### src/rtl/serial_addsub_pkg.sv
// Shared types for the digit-serial adder/subtractor.
//   op_e    : per-word operation, latched on the first digit of a word.
//   state_e : word framing state (IDLE = next beat is a first digit).
package serial_addsub_pkg;

  typedef enum logic {
    OP_ADD = 1'b0,
    OP_SUB = 1'b1
  } op_e;

  typedef enum logic {
    IDLE = 1'b0,
    BUSY = 1'b1
  } state_e;

endpackage

### src/rtl/addsub_digit.sv
// Combinational DIGIT_W-bit add/subtract slice.
// Ports:
//   a, b      : operand digits
//   cin       : carry into the digit LSB
//   sub       : 1 = use ~b (subtract with cin = 1 on the first digit)
//   s         : result digit
//   c_out     : carry out of the digit MSB
//   c_msb_in  : carry into the digit MSB (used for signed overflow)
module addsub_digit
  import serial_addsub_pkg::*;
#(
  parameter int DIGIT_W = 1
) (
  input  logic [DIGIT_W-1:0] a,
  input  logic [DIGIT_W-1:0] b,
  input  logic               cin,
  input  logic               sub,
  output logic [DIGIT_W-1:0] s,
  output logic               c_out,
  output logic               c_msb_in
);

  logic [DIGIT_W-1:0] w_b_eff;
  logic [DIGIT_W:0]   w_full;

  assign w_b_eff = sub ? ~b : b;
  assign w_full  = {1'b0, a} + {1'b0, w_b_eff} + {{DIGIT_W{1'b0}}, cin};

  assign s     = w_full[DIGIT_W-1:0];
  assign c_out = w_full[DIGIT_W];
  // The MSB sum bit is a ^ b ^ carry-in, so the carry into the MSB falls out
  // of the full sum without building a separate lower-bits adder.
  assign c_msb_in = w_full[DIGIT_W-1] ^ a[DIGIT_W-1] ^ w_b_eff[DIGIT_W-1];

endmodule

### src/rtl/serial_addsub_digit.sv
// Digit-serial adder/subtractor, LSB digit first.
// Ports:
//   clk, rst_n      : clock (rising edge), asynchronous active-low reset
//   vld, last       : input beat valid / final digit of the word
//   sub             : operation (0 add, 1 a-b), sampled on a word's first beat
//   a, b            : operand digits
//   out_vld         : result digit valid (one cycle after the input beat)
//   sum             : result digit
//   out_last        : result digit closes the word
//   carry_out       : final carry (subtract: 1 = no borrow), with out_last only
//   overflow        : two's-complement overflow of the word, with out_last only
//   len_err         : word force-terminated at MAX_DIGITS, with out_last only
//   dbg_state       : current framing state
// Handshake: a beat is consumed on every rising edge where vld=1; there is no
// back-pressure. Each consumed beat yields exactly one out_vld beat one cycle
// later; cycles with vld=0 change nothing and produce out_vld=0.
module serial_addsub_digit
  import serial_addsub_pkg::*;
#(
  parameter int DIGIT_W    = 1,
  parameter int MAX_DIGITS = 32
) (
  input  logic               clk,
  input  logic               rst_n,
  input  logic               vld,
  input  logic               sub,
  input  logic [DIGIT_W-1:0] a,
  input  logic [DIGIT_W-1:0] b,
  input  logic               last,
  output logic               out_vld,
  output logic [DIGIT_W-1:0] sum,
  output logic               out_last,
  output logic               carry_out,
  output logic               overflow,
  output logic               len_err,
  output state_e             dbg_state
);

  localparam int CNT_W = $clog2(MAX_DIGITS + 1);
  localparam logic [CNT_W-1:0] LAST_CNT = CNT_W'(MAX_DIGITS - 1);

  state_e             r_state;
  state_e             w_state_nxt;
  op_e                r_op;
  logic               r_carry;
  logic [CNT_W-1:0]   r_cnt;

  logic               w_first;
  logic               w_sub;
  logic               w_cin;
  logic               w_end;
  logic [DIGIT_W-1:0] w_s;
  logic               w_c_out;
  logic               w_c_msb_in;

  // On a word's first beat the live sub input sets both the operand
  // inversion and the carry-in (the +1 of two's-complement subtraction).
  assign w_first = (r_state == IDLE);
  assign w_sub   = w_first ? sub : (r_op == OP_SUB);
  assign w_cin   = w_first ? sub : r_carry;
  assign w_end   = vld & (last | (r_cnt == LAST_CNT));

  addsub_digit #(
    .DIGIT_W (DIGIT_W)
  ) u_addsub (
    .a        (a),
    .b        (b),
    .cin      (w_cin),
    .sub      (w_sub),
    .s        (w_s),
    .c_out    (w_c_out),
    .c_msb_in (w_c_msb_in)
  );

  always_comb begin
    w_state_nxt = r_state;
    if (vld) begin
      w_state_nxt = w_end ? IDLE : BUSY;
    end
  end

  always_ff @(posedge clk or negedge rst_n) begin
    if (!rst_n) begin
      r_state <= IDLE;
    end else begin
      r_state <= w_state_nxt;
    end
  end

  always_ff @(posedge clk or negedge rst_n) begin
    if (!rst_n) begin
      r_op    <= OP_ADD;
      r_carry <= 1'b0;
      r_cnt   <= '0;
    end else if (vld) begin
      if (w_first) begin
        r_op <= op_e'(sub);
      end
      r_carry <= w_end ? 1'b0 : w_c_out;
      r_cnt   <= w_end ? '0 : r_cnt + 1'b1;
    end
  end

  always_ff @(posedge clk or negedge rst_n) begin
    if (!rst_n) begin
      out_vld   <= 1'b0;
      sum       <= '0;
      out_last  <= 1'b0;
      carry_out <= 1'b0;
      overflow  <= 1'b0;
      len_err   <= 1'b0;
    end else begin
      out_vld   <= vld;
      sum       <= vld ? w_s : '0;
      out_last  <= w_end;
      carry_out <= w_end & w_c_out;
      overflow  <= w_end & (w_c_msb_in ^ w_c_out);
      len_err   <= w_end & ~last;
    end
  end

  assign dbg_state = r_state;

endmodule

### config.mk
export PLATFORM = sky130hd
export DESIGN_NAME = serial_addsub_digit
export DESIGN_NICKNAME = d
export VERILOG_FILES = /design/src/rtl/serial_addsub_pkg.sv /design/src/rtl/addsub_digit.sv /design/src/rtl/serial_addsub_digit.sv
export SDC_FILE = /design/constraint.sdc
export NUM_CORES = 1
export LEC_CHECK = 0
export CAP_MARGIN = 5
export CORE_UTILIZATION = 35
export CTS_CLUSTER_DIAMETER = 50
export DETAILED_ROUTE_END_ITERATION = 10
export PLACE_DENSITY = 0.66
export SLEW_MARGIN = 20
export SYNTH_ARGS = -nofsm -noshare
export SYNTH_HDL_FRONTEND = slang
export SYNTH_HIERARCHICAL = 1
export SYNTH_SLANG_ARGS = --single-unit
### constraint.sdc
create_clock -name clk -period 1.9 [get_ports clk]
set_input_delay 0.19 -clock clk [delete_from_list [all_inputs] [get_ports clk]]
set_output_delay 0.19 -clock clk [all_outputs]
set_load 0.01 [all_outputs]
==> metrics.txt <==
status finished clean; CTS Sinks 15; Post-Synth Adder-Cell Area 0.0592; FF-to-FF path depth 8; DIE WIDTH 48.6 µm; drt pass-1 iters 4; post-synthesis compound-gate area fraction 0.105; fin crit share 0.872; worst min path class in2async; pin count of the biggest net entering global routing 19; register bit total from synthesis 15; core area 0.00200 mm²; initial antenna violation count 0; first-pass GRT wire length 2.61 mm; f_max 604 MHz; placed cell areas 928 µm²; Multi-input gate area 337 µm²; Layout Skew 3.29 ps; Final Hold Vio Count 0; Final Slew Violations 0; Top reg by flops r_cnt; leakage power 0.437 nW; drt wl/cell 11.7 µm; Starting Density 0.380; Die H 48.6 µm; WHS 294 ps; CTS Buf Count 3; worst skew pair latency 290 ps; final net count 103; final cell count without fillers 119; post-synthesis sequential area ratio 0.493; cells after synthesis 75; die area 0.00236 mm²; Post-Place Cells 115; post-CTS resize count 0; startpoint types register; Reg area 375 µm²; Synth Cell Area 761 µm²; row count 16; max_slew headroom 0.566; multiplexer area fraction after synthesis 0.0543; port bufs 13; xor/xnor share of the synthesized area 0.0345; Max-Cap Viols 0; WP data required 2080 ps; DR vias 585; post-synth cell types 29; n_diodes 0; num ports 14; combinational family with the most area after synthesis simple AND/OR/NAND/NOR gates; Setup CP Type reg2reg; CP Max Fanout 3; Avg Inst Size Synth 10.1 µm²; GPL Wtd Cong 0.746; RSZ-0062 raised after global routing no; pwr/cell area 816 mW/mm²; All-Layer GR Usage 0.144; number of global-route vias before repair 624; GRT overflow 0; Tmin final 1660 ps; top cell type's share of synthesized area 0.493; maximum vdd ir drop 0.000288 V; # setup viols final 0; half-perimeter wire length after placement 999 µm; Crit path arrival time 1840 ps; CTS tree built; main area contributors after synthesis dfrtp_1 49%, inv_1 4.9%, mux2i_1 3.9%; H-tree level count 1; Syn Nets 85; DR DRC count 0; post-synth top area cell dfrtp_1; Post-Synth Simple-Gate Area 0.189; share of cells above drive strength 1 0.0870; count of warnings emitted by yosys 6; clk root buf clkbuf_4; CP Capture Type register; # hold bufs at CTS 0; final WL 1.39 mm; Via density 4.92; clock buffer depth 2; synthesis-to-layout area growth 25.7%; Initial DRC Count 8; slew at the pin closest to its max-slew limit 649 ps; # fillers 186; setup TNS 0 ps; Largest register FFs 6; Post-CTS Setup Inserts 0; remaining antenna violation count 0; clock edge transition at the registers on the reported setup and hold paths 90 ps; final instance area 956 µm²
path summary, 6_finish.rpt:
check	startpoint	slack [ps]	to
min in group clk	vld	420	out_vld
max reg2reg	dbg_state	240	overflow
min	rst_n	290	r_cnt[5]
min reg2reg	r_carry	540	r_carry
max in group asynchronous	rst_n	1190	r_op
max	dbg_state	240	overflow
power breakdown:
group	internal (W)	total, W	switching, W
Combinational	0.0000997	0.000192	0.0000924
Clock	0.0000783	0.000185	0.000106
Sequential	0.000362	0.000403	0.0000414
metal layers:
layer  track usage  wire (µm)  part of all wire
met5             0          0                 0
met4         0.103         40             0.029
met3        0.0220         33             0.024
met2         0.243        746              0.54
met1         0.166        572              0.41
kinds of logic (layout without fill, tap and decap cells):
family | count (synthesis) | count (layout)
simple gates | 26 | 26
mux | 4 | 4
xor+xnor | 3 | 3
compound gates | 12 | 12
buf+inv | 12 | 29
fa+ha+maj | 3 | 3
flops | 15 | 15
synthesized netlist by cell type:
master	instances
o311ai_1	1
clkbuf_1	1
nand3_1	2
or4b_1	1
inv_1	10
nand2_1	8
or2b_2	1
nor2b_1	2
o32ai_1	1
o21ai_1	2
nor3_1	1
a31oi_1	1
nand4_1	2
nand4b_1	1
xor2_1	2
o21bai_2	1
nor2_1	2
and2b_1	1
dfrtp_1	15
ha_1	2
mux2i_1	3
xnor2_1	1
fa_1	1
buf_4	1
mux2_1	1
nand2b_1	2
and2_1	3
o21ai_0	2
o22ai_1	4
layout by cell type (no fill, tap or decap):
master and instances:
nand3_1 2, nand4_1 2, nand4b_1 1, o21ai_1 2, xnor2_1 1, nor2_1 2, buf_4 2, or4b_1 1
nand2b_1 2, o21bai_2 1, fa_1 1, o21ai_0 2, clkdlybuf4s50_1 13, clkinv_2 1, o22ai_1 4, inv_1 10
and2_1 3, o32ai_1 1, clkbuf_4 3, or2b_2 1, ha_1 2, dfrtp_1 15, and2b_1 1, nor2b_1 2
mux2_1 1, o311ai_1 1, xor2_1 2, mux2i_1 3, a31oi_1 1, nand2_1 8, nor3_1 1
metrics by stage:
step	setup WS, ps	util	total power, W
final	243	0.478	0.000780
after global routing	77.7	0.478	0.000832
after CTS	237	0.478	0.000784
after detailed placement	101	0.464	0.000600
after global placement	184	0.464	0.000589
after floorplan	369	-	0.000520
layout make-up:
cell class / count / share of cell area
Tap cell: 27 / 0.0353
Inverter: 10 / 0.0393
Clock buffer: 3 / 0.0236
Sequential cell: 15 / 0.393
Timing Repair Buffer: 15 / 0.152
Multi-Input combinational cell: 48 / 0.352
Clock inverter: 1 / 0.00524
worst max-delay path, cell delays in order, from the launching register on:
cell and delay (ps):
dfrtp_1 410, inv_1 100, nand2_1 90, o21ai_0 120, inv_1 100, fa_1 400, inv_1 110, xor2_1 70
and2_1 160
Note: power is estimated with default switching activity, not from simulation.
